<file path="src/rtl/iiitb_wm_pkg.sv">
// Shared encodings for the programmable washing-machine controller.
package iiitb_wm_pkg;

  // State encoding is visible on state_o, so the values are fixed.
  typedef enum logic [2:0] {
    StIdle       = 3'd0,
    StFill       = 3'd1,
    StDetergent  = 3'd2,
    StWash       = 3'd3,
    StDrain      = 3'd4,
    StSpin       = 3'd5,
    StDone       = 3'd6,
    StAbortDrain = 3'd7
  } state_e;

  // SOAP is the first wash; RINSE covers every later fill/wash/drain pass.
  typedef enum logic {
    PhSoap  = 1'b0,
    PhRinse = 1'b1
  } phase_e;

  // States in which pause freezes the machine.
  function automatic logic is_pausable(state_e s);
    return (s == StFill) || (s == StDetergent) || (s == StWash) ||
           (s == StDrain) || (s == StSpin);
  endfunction

  // States from which abort forces an emergency drain.
  function automatic logic is_abortable(state_e s);
    return (s != StIdle) && (s != StDone);
  endfunction

endpackage

</file>
<file path="src/rtl/iiitb_wm_timer.sv">
// Loadable down-counter shared by the WASH and SPIN phases.
// Saturates at zero; expire flags the decrement out of count==1.
module iiitb_wm_timer #(
  parameter int unsigned TIMER_W = 16
) (
  input  logic               clk,
  input  logic               reset,
  input  logic               load,
  input  logic [TIMER_W-1:0] load_val,
  input  logic               en,
  output logic               expire
);

  logic [TIMER_W-1:0] count_q, count_d;

  // Next count: load wins over decrement; never wraps below zero.
  always_comb begin
    count_d = count_q;
    if (load) begin
      count_d = load_val;
    end else if (en && (count_q != '0)) begin
      count_d = count_q - TIMER_W'(1);
    end
  end

  // Counter register with synchronous active-low reset.
  always_ff @(posedge clk) begin
    if (!reset) begin
      count_q <= '0;
    end else begin
      count_q <= count_d;
    end
  end

  assign expire = en && !load && (count_q == TIMER_W'(1));

endmodule

</file>
<file path="src/rtl/iiitb_wm_prog.sv">
// Programmable washing-machine controller: soap wash, N rinse passes, spin,
// with pause and abort. Actuators decode from registered state and phase;
// pause gates the valve/motor drives in the same cycle it freezes the timer.
module iiitb_wm_prog
  import iiitb_wm_pkg::*;
#(
  parameter int unsigned TIMER_W = 16,
  parameter int unsigned RINSE_W = 2
) (
  input  logic               clk,
  input  logic               reset,
  input  logic               start,
  input  logic               door_close,
  input  logic               filled,
  input  logic               detergent_added,
  input  logic               drained,
  input  logic               pause,
  input  logic               abort,
  input  logic [TIMER_W-1:0] wash_time,
  input  logic [TIMER_W-1:0] spin_time,
  input  logic [RINSE_W-1:0] n_rinse,
  output logic               door_lock,
  output logic               motor_on,
  output logic               fill_valve_on,
  output logic               drain_valve_on,
  output logic               done,
  output logic               soap_wash,
  output logic               water_wash,
  output logic [RINSE_W-1:0] rinse_count,
  output logic [2:0]         state_o
);

  state_e             state_q, state_d;
  phase_e             phase_q, phase_d;
  logic [RINSE_W-1:0] rinse_q, rinse_d;
  logic [TIMER_W-1:0] wash_q, wash_d;
  logic [TIMER_W-1:0] spin_q, spin_d;
  logic [RINSE_W-1:0] nr_q, nr_d;

  logic               tmr_load;
  logic [TIMER_W-1:0] tmr_val;
  logic               tmr_en;
  logic               tmr_expire;
  logic [TIMER_W-1:0] wash_len;
  logic [TIMER_W-1:0] spin_len;
  logic               paused;

  // A zero program time still runs the motor for one cycle.
  assign wash_len = (wash_q == '0) ? TIMER_W'(1) : wash_q;
  assign spin_len = (spin_q == '0) ? TIMER_W'(1) : spin_q;

  assign paused = pause && is_pausable(state_q);

  // Timer only counts in the motor phases, and not while frozen or aborting.
  assign tmr_en = ((state_q == StWash) || (state_q == StSpin)) && !pause && !abort;

  iiitb_wm_timer #(
    .TIMER_W (TIMER_W)
  ) u_timer (
    .clk      (clk),
    .reset    (reset),
    .load     (tmr_load),
    .load_val (tmr_val),
    .en       (tmr_en),
    .expire   (tmr_expire)
  );

  // Next-state: abort beats pause beats the normal program flow.
  always_comb begin
    state_d  = state_q;
    phase_d  = phase_q;
    rinse_d  = rinse_q;
    wash_d   = wash_q;
    spin_d   = spin_q;
    nr_d     = nr_q;
    tmr_load = 1'b0;
    tmr_val  = wash_len;

    if (abort && is_abortable(state_q)) begin
      state_d = StAbortDrain;
    end else if (paused) begin
      state_d = state_q;
    end else begin
      case (state_q)
        StIdle: begin
          // door_close matters only here; once locked it is ignored.
          if (start && door_close) begin
            state_d = StFill;
            phase_d = PhSoap;
            rinse_d = '0;
            wash_d  = wash_time;
            spin_d  = spin_time;
            nr_d    = n_rinse;
          end
        end
        StFill: begin
          if (filled) begin
            if (phase_q == PhSoap) begin
              state_d = StDetergent;
            end else begin
              state_d  = StWash;
              tmr_load = 1'b1;
              tmr_val  = wash_len;
            end
          end
        end
        StDetergent: begin
          if (detergent_added) begin
            state_d  = StWash;
            tmr_load = 1'b1;
            tmr_val  = wash_len;
          end
        end
        StWash: begin
          if (tmr_expire) begin
            state_d = StDrain;
          end
        end
        StDrain: begin
          if (drained) begin
            if (rinse_q < nr_q) begin
              rinse_d = rinse_q + RINSE_W'(1);
              phase_d = PhRinse;
              state_d = StFill;
            end else begin
              state_d  = StSpin;
              tmr_load = 1'b1;
              tmr_val  = spin_len;
            end
          end
        end
        StSpin: begin
          if (tmr_expire) begin
            state_d = StDone;
          end
        end
        StDone: begin
          if (!start) begin
            state_d = StIdle;
            rinse_d = '0;
          end
        end
        StAbortDrain: begin
          // Clearing here keeps rinse_count at zero whenever IDLE is shown.
          if (drained) begin
            state_d = StIdle;
            rinse_d = '0;
          end
        end
        default: begin
          state_d = StIdle;
          rinse_d = '0;
        end
      endcase
    end
  end

  // Program state and latched program registers.
  always_ff @(posedge clk) begin
    if (!reset) begin
      state_q <= StIdle;
      phase_q <= PhSoap;
      rinse_q <= '0;
      wash_q  <= '0;
      spin_q  <= '0;
      nr_q    <= '0;
    end else begin
      state_q <= state_d;
      phase_q <= phase_d;
      rinse_q <= rinse_d;
      wash_q  <= wash_d;
      spin_q  <= spin_d;
      nr_q    <= nr_d;
    end
  end

  // Output decode from registered state/phase; pause drops only the actuators.
  always_comb begin
    door_lock      = 1'b0;
    motor_on       = 1'b0;
    fill_valve_on  = 1'b0;
    drain_valve_on = 1'b0;
    done           = 1'b0;
    soap_wash      = 1'b0;
    water_wash     = 1'b0;
    case (state_q)
      StFill: begin
        door_lock     = 1'b1;
        fill_valve_on = !paused;
        water_wash    = (phase_q == PhRinse);
      end
      StDetergent: begin
        door_lock = 1'b1;
        soap_wash = 1'b1;
      end
      StWash: begin
        door_lock  = 1'b1;
        motor_on   = !paused;
        soap_wash  = (phase_q == PhSoap);
        water_wash = (phase_q == PhRinse);
      end
      StDrain: begin
        door_lock      = 1'b1;
        drain_valve_on = !paused;
        soap_wash      = (phase_q == PhSoap);
        water_wash     = (phase_q == PhRinse);
      end
      StSpin: begin
        door_lock      = 1'b1;
        motor_on       = !paused;
        drain_valve_on = !paused;
      end
      StDone: begin
        done = 1'b1;
      end
      StAbortDrain: begin
        door_lock      = 1'b1;
        drain_valve_on = 1'b1;
      end
      default: begin
        door_lock = 1'b0;
      end
    endcase
  end

  assign rinse_count = rinse_q;
  assign state_o     = state_q;

endmodule

</file>
<file path="config.mk">
export PLATFORM = sky130hd
export DESIGN_NAME = iiitb_wm_prog
export DESIGN_NICKNAME = d
export VERILOG_FILES = /design/src/rtl/iiitb_wm_pkg.sv /design/src/rtl/iiitb_wm_timer.sv /design/src/rtl/iiitb_wm_prog.sv
export SDC_FILE = /design/constraint.sdc
export NUM_CORES = 1
export LEC_CHECK = 0
export CELL_PAD_IN_SITES_DETAIL_PLACEMENT = 0
export CELL_PAD_IN_SITES_GLOBAL_PLACEMENT = 2
export CORE_MARGIN = 2
export CORE_UTILIZATION = 33
export DETAILED_ROUTE_END_ITERATION = 10
export HOLD_SLACK_MARGIN = 0.08
export MAX_ROUTING_LAYER = met4
export PLACE_DENSITY_LB_ADDON = 0.1
export SETUP_SLACK_MARGIN = 0.05
export SYNTH_ARGS = -nofsm -noshare
export SYNTH_HDL_FRONTEND = slang
export SYNTH_SLANG_ARGS = --single-unit
</file>
<file path="constraint.sdc">
create_clock -name clk -period 3.9 [get_ports clk]
set_input_delay 0.78 -clock clk [delete_from_list [all_inputs] [get_ports clk]]
set_output_delay 0.78 -clock clk [all_outputs]
set_load 0.02 [all_outputs]
</file>
==> summary.txt, run 1 <==
Worst setup path
  • Data arrival, critical path: 2.40 ns
  • Critical path launch point: state_o[2]$_SDFFE_PN0P_
  • Cell at the slowest stage of the critical path: dfxtp_1
  • Worst setup EP type: primary output
  • Startpoint class of the critical path: register
  • Worst EP required: 3.12 ns
  • CP peak stage delay: 0.74 ns
  • Crit path cell chain: nor3b_4, nor2_1, o22ai_1, clkdlybuf4s50_1
  • Top delay family on crit path: flip-flops
  • CP Buf/Inv Count: 1
  • WS Path Type: register to primary output
  • Worst Path Max Fanout: 19
  • Reg2reg start: state_o[0]$_SDFFE_PN0P_

Timing
  • Worst rel slew slack: 0.412
  • Fin. Hold Viols: 0
  • Slew @ Worst Pin: 0.880 ns
  • Fmax: 314 MHz
  • Setup ws final: 0.716 ns
  • TNS Setup: 0 ns
  • Period minus WS final: 3.18 ns
  • Max Slew Vio Count: 0
  • Setup Viol. Count Final: 0
  • Worst Skew: 0.0142 ns
  • Tcrit/Tclk final: 0.816
  • RSZ-0062 raised after global routing: false

Route
  • DRC errors left: 0
  • First-pass detailed-route iteration total: 4
  • Routed Antenna Nets: 0
  • DRT iter0 DRCs: 103
  • Via count: 2,784
  • Post-Route WL: 8140 um
  • Post-DR vias/cell: 4.99
  • Wire per inst: 14.6 um

Clock network
  • TritonCTS buffer count: 5
  • # clock sinks: 56
  • CTS root buffer: clkbuf_8
  • Clock latency on the worst-skew pair: 0.33 ns
  • Clock-pin slew on the worst setup and hold paths: 0.10 ns
  • Hold-fix buffers, CTS: 0
  • CTS tree: yes
  • Post-cts sizing count: 0
  • Post-CTS Setup Bufs: 0
  • Htree depth: 2
  • Longest Clk Path Bufs: 2

Flow run
  • Max-Cap Viols: 0

Synthesis
  • Ys flop type: dfxtp_1
  • Post-synth ARST share: 0
  • Syn nets: 434
  • Unique masters post-synth: 60
  • Post-Syn Area per Cell: 8.11 sq um
  • Area of the mapped netlist: 3150 sq um
  • Seq cells post-synth: 56
  • Ys Warns: 0
  • EDFF count, synth: 0
  • Seq/Total Area, Yosys: 0.356
  • Cell count after synthesis: 388

Cells and area
  • Nets: 474
  • Share of layout cells above drive strength 1: 0.0699
  • N_diodes: 0
  • Area added between synthesis and finish: 21.8%
  • Fillers: 974

Place
  • Port bufs: 54
  • Pre-CTS setup slack: 0.858 ns
  • Placer Congestion: 0.749
  • Detailed-placement wirelength estimate: 5970 um

Power
  • LEAKAGE: 1.38 nW
  • Total power divided by cell area: 522 nW/um^2
  • Worst IR Drop VDD: 0.000147 V

Floorplanning
  • Die height: 102 um
  • Core Footprint: 9240 sq um
  • Row count: 35
  • Die area: 10,300 sq um
  • I/O pin count: 55
  • Die W: 102 um
  • Starting density of the core: 0.341

Min path
  • Hold Crit Start: wash_q[0]$_SDFFE_PN0P_
  • Hold WC Path Type: register to register

GRT
  • Number of global-route vias before repair: 2,620
  • Largest net degree at the start of global routing: 36
  • Total global-route track usage: 0.171
  • First-pass GRT wire length: 13,600 um
  • Initial antenna violation count: 0
  • Remaining Overflow, GRT: 0

Status
  • Run status: completed
-- cell usage in the layout (no fill, tap or decap), types with 8 or more instances in the layout --
master	instances
a21boi_0	34
a21oi_1	18
clkdlybuf4s50_1	54
dfxtp_1	56
inv_1	9
mux2i_1	8
nand2_1	93
nor2_1	15
nor4_1	8
o21ai_0	20
-- Yosys cell counts, drive strengths merged (3+ instances only) --
cell | count | area [sq um]
a21boi | 35 | 263
nor3b | 4 | 41.3
dfxtp | 56 | 1120
or2 | 3 | 21.3
o22ai | 3 | 18.8
and3 | 3 | 18.8
a21o | 3 | 22.5
nor2 | 15 | 56.3
a21oi | 18 | 90.1
o21a | 4 | 30.0
nand2b | 6 | 37.5
o31a | 3 | 26.3
o21ai | 22 | 110
mux2 | 11 | 124
mux2i | 8 | 80.1
or3 | 4 | 30.0
inv | 9 | 33.8
xor2 | 6 | 52.6
a31oi | 3 | 18.8
o211ai | 3 | 22.5
buf | 8 | 71.3
nand2 | 93 | 349
ha | 3 | 37.5
xnor2 | 5 | 43.8
nor4 | 9 | 62.6
nand4 | 3 | 18.8
nor3 | 4 | 20.0
clkbuf | 17 | 63.8
nand3 | 3 | 15.0
-- flip-flops by register name, summed over array words and instances (netlist names) --
signal / flops
phase_q: 1
nr_q: 2
u_timer.count_q: 16
spin_q: 16
rinse_count: 2
state_o: 3
wash_q: 16
-- worst min-delay path: stages, from the launching register on --
cell	delay, ns
dfxtp_1	0.33
nand2_1	0.05
a21boi_0	0.06
-- cell families after synthesis --
family / share of synthesized area
AND/OR/NAND/NOR: 0.244
AO/OA/AOI/OAI: 0.239
flip-flops: 0.356
buffers and inverters: 0.0537
multiplexers: 0.0648
XOR/XNOR: 0.0306
adder cells (fa/ha/maj): 0.0119
-- report_power, final --
part,internal [W],total (W),switching (W)
clock,0.000128,0.000338,0.000210
sequential,0.000650,0.000786,0.000136
combinational,0.000407,0.000878,0.000471
-- final cells by class --
class	count	area (sq um)	share of cell area
multi-input combinational	298	1860	0.484
sequential	56	1120	0.292
timing repair buffer	58	571	0.149
tap	129	161	0.0421
clock buffer	5	68.8	0.0180
inverter	9	33.8	0.00881
clock inverter	3	21.3	0.00555
-- worst paths after layout --
| kind | endpoint | slack [ns] | cells after the start |
|---|---|---|---|
| max | soap_wash | 0.72 | 4 |
| min | wash_q[0]$_SDFFE_PN0P_ | 0.47 | 2 |
| max reg2reg | u_timer.count_q[4]$_SDFFE_PN0P_ | 1.14 | 6 |
| min reg2reg | wash_q[0]$_SDFFE_PN0P_ | 0.47 | 2 |
-- metal layers --
layer,share of wire,track usage,up-vias
li1,-,-,1444
met1,0.52,0.249,1283
met2,0.44,0.246,47
met3,0.029,0.0235,10
met4,0.012,0.0468,0
met5,0,-,-
-- per-stage QoR --
step / util / hold WS, ns / cell area (sq um) / instances / total power (W)
CTS: 0.415 / 0.476 / 3830 / 558 / 0.00202
detailed placement: 0.405 / 0.460 / 3740 / 550 / 0.00168
global placement: 0.405 / 0.453 / 3740 / 550 / 0.00169
finish: 0.415 / 0.473 / 3830 / 558 / 0.00200
global route: 0.415 / 0.505 / 3830 / 558 / 0.00215
floorplan: - / 0.443 / 3150 / 388 / 0.00141
Power figures use the tool's default switching activity.
==> inputs of run 2 (changes only) <==
--- a/config.mk
+++ b/config.mk
@@ -8,7 +8,7 @@
 export CELL_PAD_IN_SITES_DETAIL_PLACEMENT = 0
 export CELL_PAD_IN_SITES_GLOBAL_PLACEMENT = 2
 export CORE_MARGIN = 2
-export CORE_UTILIZATION = 33
+export CORE_UTILIZATION = 31
 export DETAILED_ROUTE_END_ITERATION = 10
 export HOLD_SLACK_MARGIN = 0.08
 export MAX_ROUTING_LAYER = met4
==> constraint.sdc (replaced) <==
create_clock -name clk -period 3.3 [get_ports clk]
set_input_delay 0.66 -clock clk [delete_from_list [all_inputs] [get_ports clk]]
set_output_delay 0.66 -clock clk [all_outputs]
set_load 0.02 [all_outputs]
==> run 2 against run 1 <==
Setup slack got worse by 0.29 ns. Routed wire length increased by 3.7%. Sequential share of layout area is 0.59 points lower. Flip-flop and latch count is the same. Critical path depth did not move. Register-to-register slack got worse by 0.50 ns. Total power rose by 23%. Die area grew 6.2%. Clock skew down 0.0062 ns. Utilization fell by 1.6 points. Largest power group unchanged.
==> summary.txt, run 2 (synthesized netlist as in run 1, its figures left out) <==
Status
  • Run status: completed

Power
  • Pint: 0.00150 W (+26%)
  • Logic pwr share: 0.448 (+0.010)
  • Total power divided by cell area: 631 nW/um^2 (+21%)
  • LEAKAGE: 1.43 nW (+3.2%)
  • Sw Share: 0.393 (-0.0144)
  • Clk pwr share: 0.191 (+0.022)
  • Net Switching: 0.000970 W (+19%)
  • Flop pwr share: 0.362 (-0.031)
  • Worst IR Drop VDD: 0.000203 V (+38%)

Worst setup path
  • WS Path Type: register to primary output
  • Worst setup EP type: primary output
  • Startpoint class of the critical path: register
  • Worst Path Max Fanout: 18 (-1)
  • Data arrival, critical path: 2.21 ns (-0.19 ns)
  • Worst EP required: 2.64 ns (-0.48 ns)

Clock network
  • Clock latency on the worst-skew pair: 0.32 ns (about the same)
  • Clock-pin slew on the worst setup and hold paths: 0.11 ns (about the same)
  • Longest Clk Path Bufs: 2 (unchanged)
  • TritonCTS buffer count: 5 (unchanged)
  • CTS tree: yes
  • Hold-fix buffers, CTS: 0 (unchanged)
  • Post-cts sizing count: 0 (unchanged)
  • # clock sinks: 56 (unchanged)
  • Htree depth: 2 (unchanged)
  • Post-CTS Setup Bufs: 0 (unchanged)
  • CTS root buffer: clkbuf_8

Timing
  • Fmax: 348 MHz
  • Fin. Hold Viols: 0 (unchanged)
  • Worst rel slew slack: 0.480 (+0.0684)
  • Setup Viol. Count Final: 0 (unchanged)
  • TNS Setup: 0 ns (unchanged)
  • Period minus WS final: 2.87 ns
  • Max Slew Vio Count: 0 (unchanged)
  • RSZ-0062 raised after global routing: false
  • Tcrit/Tclk final: 0.871
  • Worst Skew: 0.00799 ns (-0.00621 ns)
  • Slew @ Worst Pin: 0.777 ns (-0.102 ns)

GRT
  • Remaining Overflow, GRT: 0 (unchanged)
  • First-pass GRT wire length: 14,000 um (+2.6%)
  • Total global-route track usage: 0.161 (-0.00997)
  • Initial antenna violation count: 0 (unchanged)
  • Largest net degree at the start of global routing: 36 (unchanged)
  • Number of global-route vias before repair: 2,738 (+4.5%)

Cells and area
  • Most common cell after layout, fill and taps aside: nand2_1
  • N_diodes: 0 (unchanged)
  • Area added between synthesis and finish: 24.3%
  • Most frequent cells in the layout: 93 x nand2_1, 56 x dfxtp_1, 54 x clkdlybuf4s50_1
  • Largest registers: spin_q (16), u_timer.count_q (16), wash_q (16)
  • Fillers: 1,051 (+7.9%)
  • Share of layout cells above drive strength 1: 0.0826 (+0.0126)
  • Nets: 481 (+1.5%)
  • Final Cell Area: 3910 sq um (+2.1%)

Route
  • First-pass detailed-route iteration total: 4 (unchanged)
  • Via count: 2,787 (+0.11%)
  • Post-Route WL: 8440 um (+3.7%)
  • Routed Antenna Nets: 0 (unchanged)
  • DRT iter0 DRCs: 89 (-14%)
  • Post-DR vias/cell: 4.90 (-1.8%)
  • DRC errors left: 0 (unchanged)
  • Wire per inst: 14.8 um (+1.7%)

Place
  • Placer Congestion: 0.797 (+6.4%)
  • Placed Area: 3800 sq um (+1.5%)
  • Port bufs: 54 (unchanged)
  • Detailed-placement wirelength estimate: 6250 um (+4.7%)

Floorplanning
  • Core Footprint: 9820 sq um (+6.3%)
  • Row count: 36 (+2.9%)
  • Starting density of the core: 0.320 (-0.0201)
  • I/O pin count: 55 (unchanged)
  • Die W: 105 um (+3.0%)
  • Die area: 11,000 sq um (+6.2%)
  • Die height: 105 um (+3.0%)

Flow run
  • Max-Cap Viols: 0 (unchanged)

Min path
  • Hold WC Path Type: register to register
## run 2: cell type report
class,count,area (sq um),share of cell area
flip-flops and latches,56,1120,0.287
inverters,9,33.8,0.00863
multi-input cells,298,1860,0.475
clock inverters,2,38.8,0.00991
clock buffers,6,72.6,0.0185
well taps,133,166,0.0425
repair buffers,65,623,0.159
## run 2: path summary, 6_finish.rpt
kind	start	to	slack, ns	depth (start not counted)
worst min register to register	nr_q[1]$_SDFFE_PN0P_	nr_q[1]$_SDFFE_PN0P_	0.47	2
worst max register to register	state_o[1]$_SDFFE_PN0P_	u_timer.count_q[9]$_SDFFE_PN0P_	0.64	7
worst min-delay path	nr_q[1]$_SDFFE_PN0P_	nr_q[1]$_SDFFE_PN0P_	0.47	2
worst max-delay path	state_o[1]$_SDFFE_PN0P_	motor_on	0.43	4
## run 2: metrics by stage
stage | setup slack, ns | utilization | power, W | hold WS [ns] | std cells
floorplan | 0.907 | - | 0.00167 | 0.443 | 388
global placement | 0.466 | 0.387 | 0.00203 | 0.454 | 561
detailed placement | 0.413 | 0.387 | 0.00201 | 0.463 | 561
CTS | 0.422 | 0.398 | 0.00249 | 0.479 | 569
global route | 0.260 | 0.398 | 0.00265 | 0.495 | 569
finish | 0.426 | 0.398 | 0.00247 | 0.474 | 569
## run 2: routing by layer
layer  wire [um]  vias up  part of all wire  GRT usage
met5           0        -                 0          -
met2        3690       47              0.44      0.240
met1        4450     1273              0.53      0.231
met3         253        7             0.030     0.0256
met4          52        0            0.0062     0.0314
li1            -     1460                 -          -
## run 2: worst max-delay path: stages (launching register included)
cell and delay (ns):
dfxtp_1 0.75, xor2_1 0.32, nand2_1 0.12, nor2_1 0.10, clkdlybuf4s50_1 0.62
## run 2: power groups by stage
stage | Clock (W) | Sequential, W | Combinational [W]
after floorplan | 0 | 0.000868 | 0.000798
after global placement | 0 | 0.000915 | 0.00111
after detailed placement | 0 | 0.000911 | 0.00110
after CTS | 0.000484 | 0.000894 | 0.00111
after global routing | 0.000516 | 0.000912 | 0.00122
final | 0.000470 | 0.000893 | 0.00110
==> inputs of run 3 (changes only) <==
--- a/config.mk
+++ b/config.mk
@@ -7,6 +7,7 @@
 export LEC_CHECK = 0
 export CELL_PAD_IN_SITES_DETAIL_PLACEMENT = 0
 export CELL_PAD_IN_SITES_GLOBAL_PLACEMENT = 2
+export CORE_ASPECT_RATIO = 0.9
 export CORE_MARGIN = 2
 export CORE_UTILIZATION = 31
 export DETAILED_ROUTE_END_ITERATION = 10
==> constraint.sdc (replaced) <==
create_clock -name clk -period 3.3 [get_ports clk]
set_input_delay 0.66 -clock clk [delete_from_list [all_inputs] [get_ports clk]]
set_output_delay 0.66 -clock clk [all_outputs]
set_load 0.01 [all_outputs]
==> run 3 against run 2 <==
Critical path depth unchanged. Fmax is 2.1% higher. Non-clock buffer count down 3. Critical path type unchanged. Largest cell class unchanged. Largest power group unchanged. Highest routed layer unchanged.
==> summary.txt, run 3 (synthesized netlist as in run 1, its figures left out) <==
Route
  • First-pass detailed-route iteration total: 4 (unchanged)
  • Post-Route WL: 8370 um (-0.83%)
  • Post-DR vias/cell: 5.01 (+2.2%)
  • DRC errors left: 0 (unchanged)
  • DRT iter0 DRCs: 104 (+17%)
  • Via count: 2,798 (+0.39%)
  • Wire per inst: 15.0 um (+0.94%)
  • Routed Antenna Nets: 0 (unchanged)

Place
  • Cells after DPL: 551 (-1.8%)
  • Detailed-placement wirelength estimate: 6190 um (-1.1%)
  • Placer Congestion: 0.803 (+0.75%)
  • Placed Area: 3770 sq um (-0.82%)
  • Port bufs: 54 (unchanged)

Cells and area
  • Share of layout cells above drive strength 1: 0.0785 (-0.00405)
  • Largest registers: spin_q (16), u_timer.count_q (16), wash_q (16)
  • FF+latch area: 1120 sq um (unchanged)
  • Nets: 478 (-0.62%)
  • N_diodes: 0 (unchanged)
  • Final Cell Area: 3920 sq um (about the same)
  • Most frequent cells in the layout: 93 x nand2_1, 56 x dfxtp_1, 54 x clkdlybuf4s50_1
  • Most common cell after layout, fill and taps aside: nand2_1
  • Fillers: 1,060 (+0.86%)
  • Area of the multi-input gates: 1860 sq um (unchanged)
  • Non-filler cells in the finished layout: 559 (-1.8%)
  • Area added between synthesis and finish: 24.5% (about the same)

Floorplanning
  • I/O pin count: 55 (unchanged)
  • Core Footprint: 9780 sq um (-0.36%)
  • Row count: 34 (-5.6%)
  • Die area: 11,000 sq um (about the same)
  • Starting density of the core: 0.322 (+0.00115)
  • Die W: 110 um (+5.2%)
  • Die height: 99.6 um (-4.9%)

Worst setup path
  • Worst setup EP type: primary output
  • Data arrival, critical path: 2.16 ns (-0.05 ns)
  • Worst Path Max Fanout: 15 (-3)
  • RR Endpoint: u_timer.count_q[8]$_SDFFE_PN0P_
  • Startpoint class of the critical path: register
  • WS Path Type: register to primary output
  • Flop-to-flop setup slack: 0.78 ns (+0.14 ns)
  • Reg2Reg Depth: 8 (+1)
  • Reg2reg start: state_o[1]$_SDFFE_PN0P_
  • Worst EP required: 2.64 ns (about the same)

Clock network
  • Clock-pin slew on the worst setup and hold paths: 0.07 ns (-0.04 ns)
  • Hold-fix buffers, CTS: 0 (unchanged)
  • TritonCTS buffer count: 5 (unchanged)
  • Clock latency on the worst-skew pair: 0.29 ns (-0.03 ns)
  • Post-cts sizing count: 0 (unchanged)
  • Longest Clk Path Bufs: 2 (unchanged)
  • Htree depth: 2 (unchanged)
  • CTS tree: yes
  • CTS root buffer: clkbuf_16
  • # clock sinks: 56 (unchanged)
  • Post-CTS Setup Bufs: 0 (unchanged)

Min path
  • Hold worst-path end: nr_q[1]$_SDFFE_PN0P_
  • Hold WC Path Type: register to register
  • Hold path depth: 2 (unchanged)
  • Hold Crit Start: nr_q[1]$_SDFFE_PN0P_

Status
  • Run status: completed

GRT
  • Total global-route track usage: 0.166 (+0.00503)
  • Initial antenna violation count: 0 (unchanged)
  • Remaining Overflow, GRT: 0 (unchanged)
  • Number of global-route vias before repair: 2,707 (-1.1%)
  • First-pass GRT wire length: 14,000 um (-0.10%)
  • Largest net degree at the start of global routing: 36 (unchanged)

Timing
  • Fmax: 355 MHz (+2.1%)
  • Worst Skew: 0.00594 ns (-0.00204 ns)
  • TNS Setup: 0 ns (unchanged)
  • Setup Viol. Count Final: 0 (unchanged)
  • Period minus WS final: 2.82 ns (-0.0581 ns)
  • RSZ-0062 raised after global routing: false
  • Worst rel slew slack: 0.386 (-0.0945)
  • Fin. Hold Viols: 0 (unchanged)
  • Slew @ Worst Pin: 0.919 ns (+0.141 ns)
  • Tcrit/Tclk final: 0.853 (-0.0176)
  • Max Slew Vio Count: 0 (unchanged)

Flow run
  • Max-Cap Viols: 0 (unchanged)

Power
  • LEAKAGE: 1.43 nW (about the same)
  • Pint: 0.00155 W (+3.7%)
  • Clk pwr share: 0.216 (+0.025)
  • Logic pwr share: 0.426 (-0.022)
  • Sw Share: 0.375 (-0.0179)
  • Total power divided by cell area: 635 nW/um^2 (+0.65%)
  • Flop pwr share: 0.357 (-0.005)
  • Worst IR Drop VDD: 0.000254 V (+25%)
  • Net Switching: 0.000933 W (-3.8%)
==> run 3: changes by cell type in the layout (fill, tap and decap cells not counted), sizes merged <==
cell,before,now
buf,11,8
clkinvlp,0,1
bufinv,1,0
clkinv,0,1
clkbuf,6,5
==> run 3: cell type report <==
class	count	share of cell area
Clock buffer	5	0.0319
Clock inverter	3	0.00543
Inverter	9	0.00863
Multi-Input combinational cell	298	0.474
Sequential cell	56	0.286
Tap cell	126	0.0403
Timing Repair Buffer	62	0.153
==> run 3: critical path: stages, from the launching register on <==
cell             delay (ns)
dfxtp_1                0.65
buf_4                  0.27
nor2b_1                0.17
nor3b_1                0.21
clkdlybuf4s50_1        0.57
==> run 3: how the worst max path moves through the flow <==
stage	start	endpoint	slack, ns	depth (start not counted)
floorplan	state_o[2]$_SDFFE_PN0P_	u_timer.count_q[9]$_SDFFE_PN0P_	1.14	8
global placement	pause	u_timer.count_q[9]$_SDFFE_PN0P_	0.48	7
detailed placement	pause	u_timer.count_q[9]$_SDFFE_PN0P_	0.42	7
CTS	state_o[0]$_SDFFE_PN0P_	fill_valve_on	0.45	4
global route	state_o[0]$_SDFFE_PN0P_	fill_valve_on	0.37	4
finish	state_o[0]$_SDFFE_PN0P_	fill_valve_on	0.48	4
==> run 3: metrics by stage <==
stage | util | power (W) | setup slack (ns) | hold slack, ns
detailed placement | 0.385 | 0.00197 | 0.424 | 0.467
floorplan | - | 0.00163 | 1.14 | 0.443
finish | 0.400 | 0.00249 | 0.484 | 0.472
global route | 0.400 | 0.00267 | 0.373 | 0.493
CTS | 0.400 | 0.00251 | 0.453 | 0.478
global placement | 0.385 | 0.00199 | 0.478 | 0.452
==> run 3: per-layer routing <==
layer | share of wire | global-route usage | wire [um]
met4 | 0.015 | 0.0433 | 128
met5 | 0 | - | 0
met1 | 0.55 | 0.248 | 4600
met3 | 0.030 | 0.0282 | 249
met2 | 0.40 | 0.228 | 3390
==> run 3: power by group through the flow <==
stage,Combinational [W],Clock (W),Sequential [W]
4_1_cts,0.00107,0.000552,0.000889
2_1_floorplan,0.000771,0,0.000855
5_1_grt,0.00118,0.000583,0.000906
6_report,0.00106,0.000538,0.000888
3_5_place_dp,0.00106,0,0.000904
3_3_place_gp,0.00108,0,0.000907
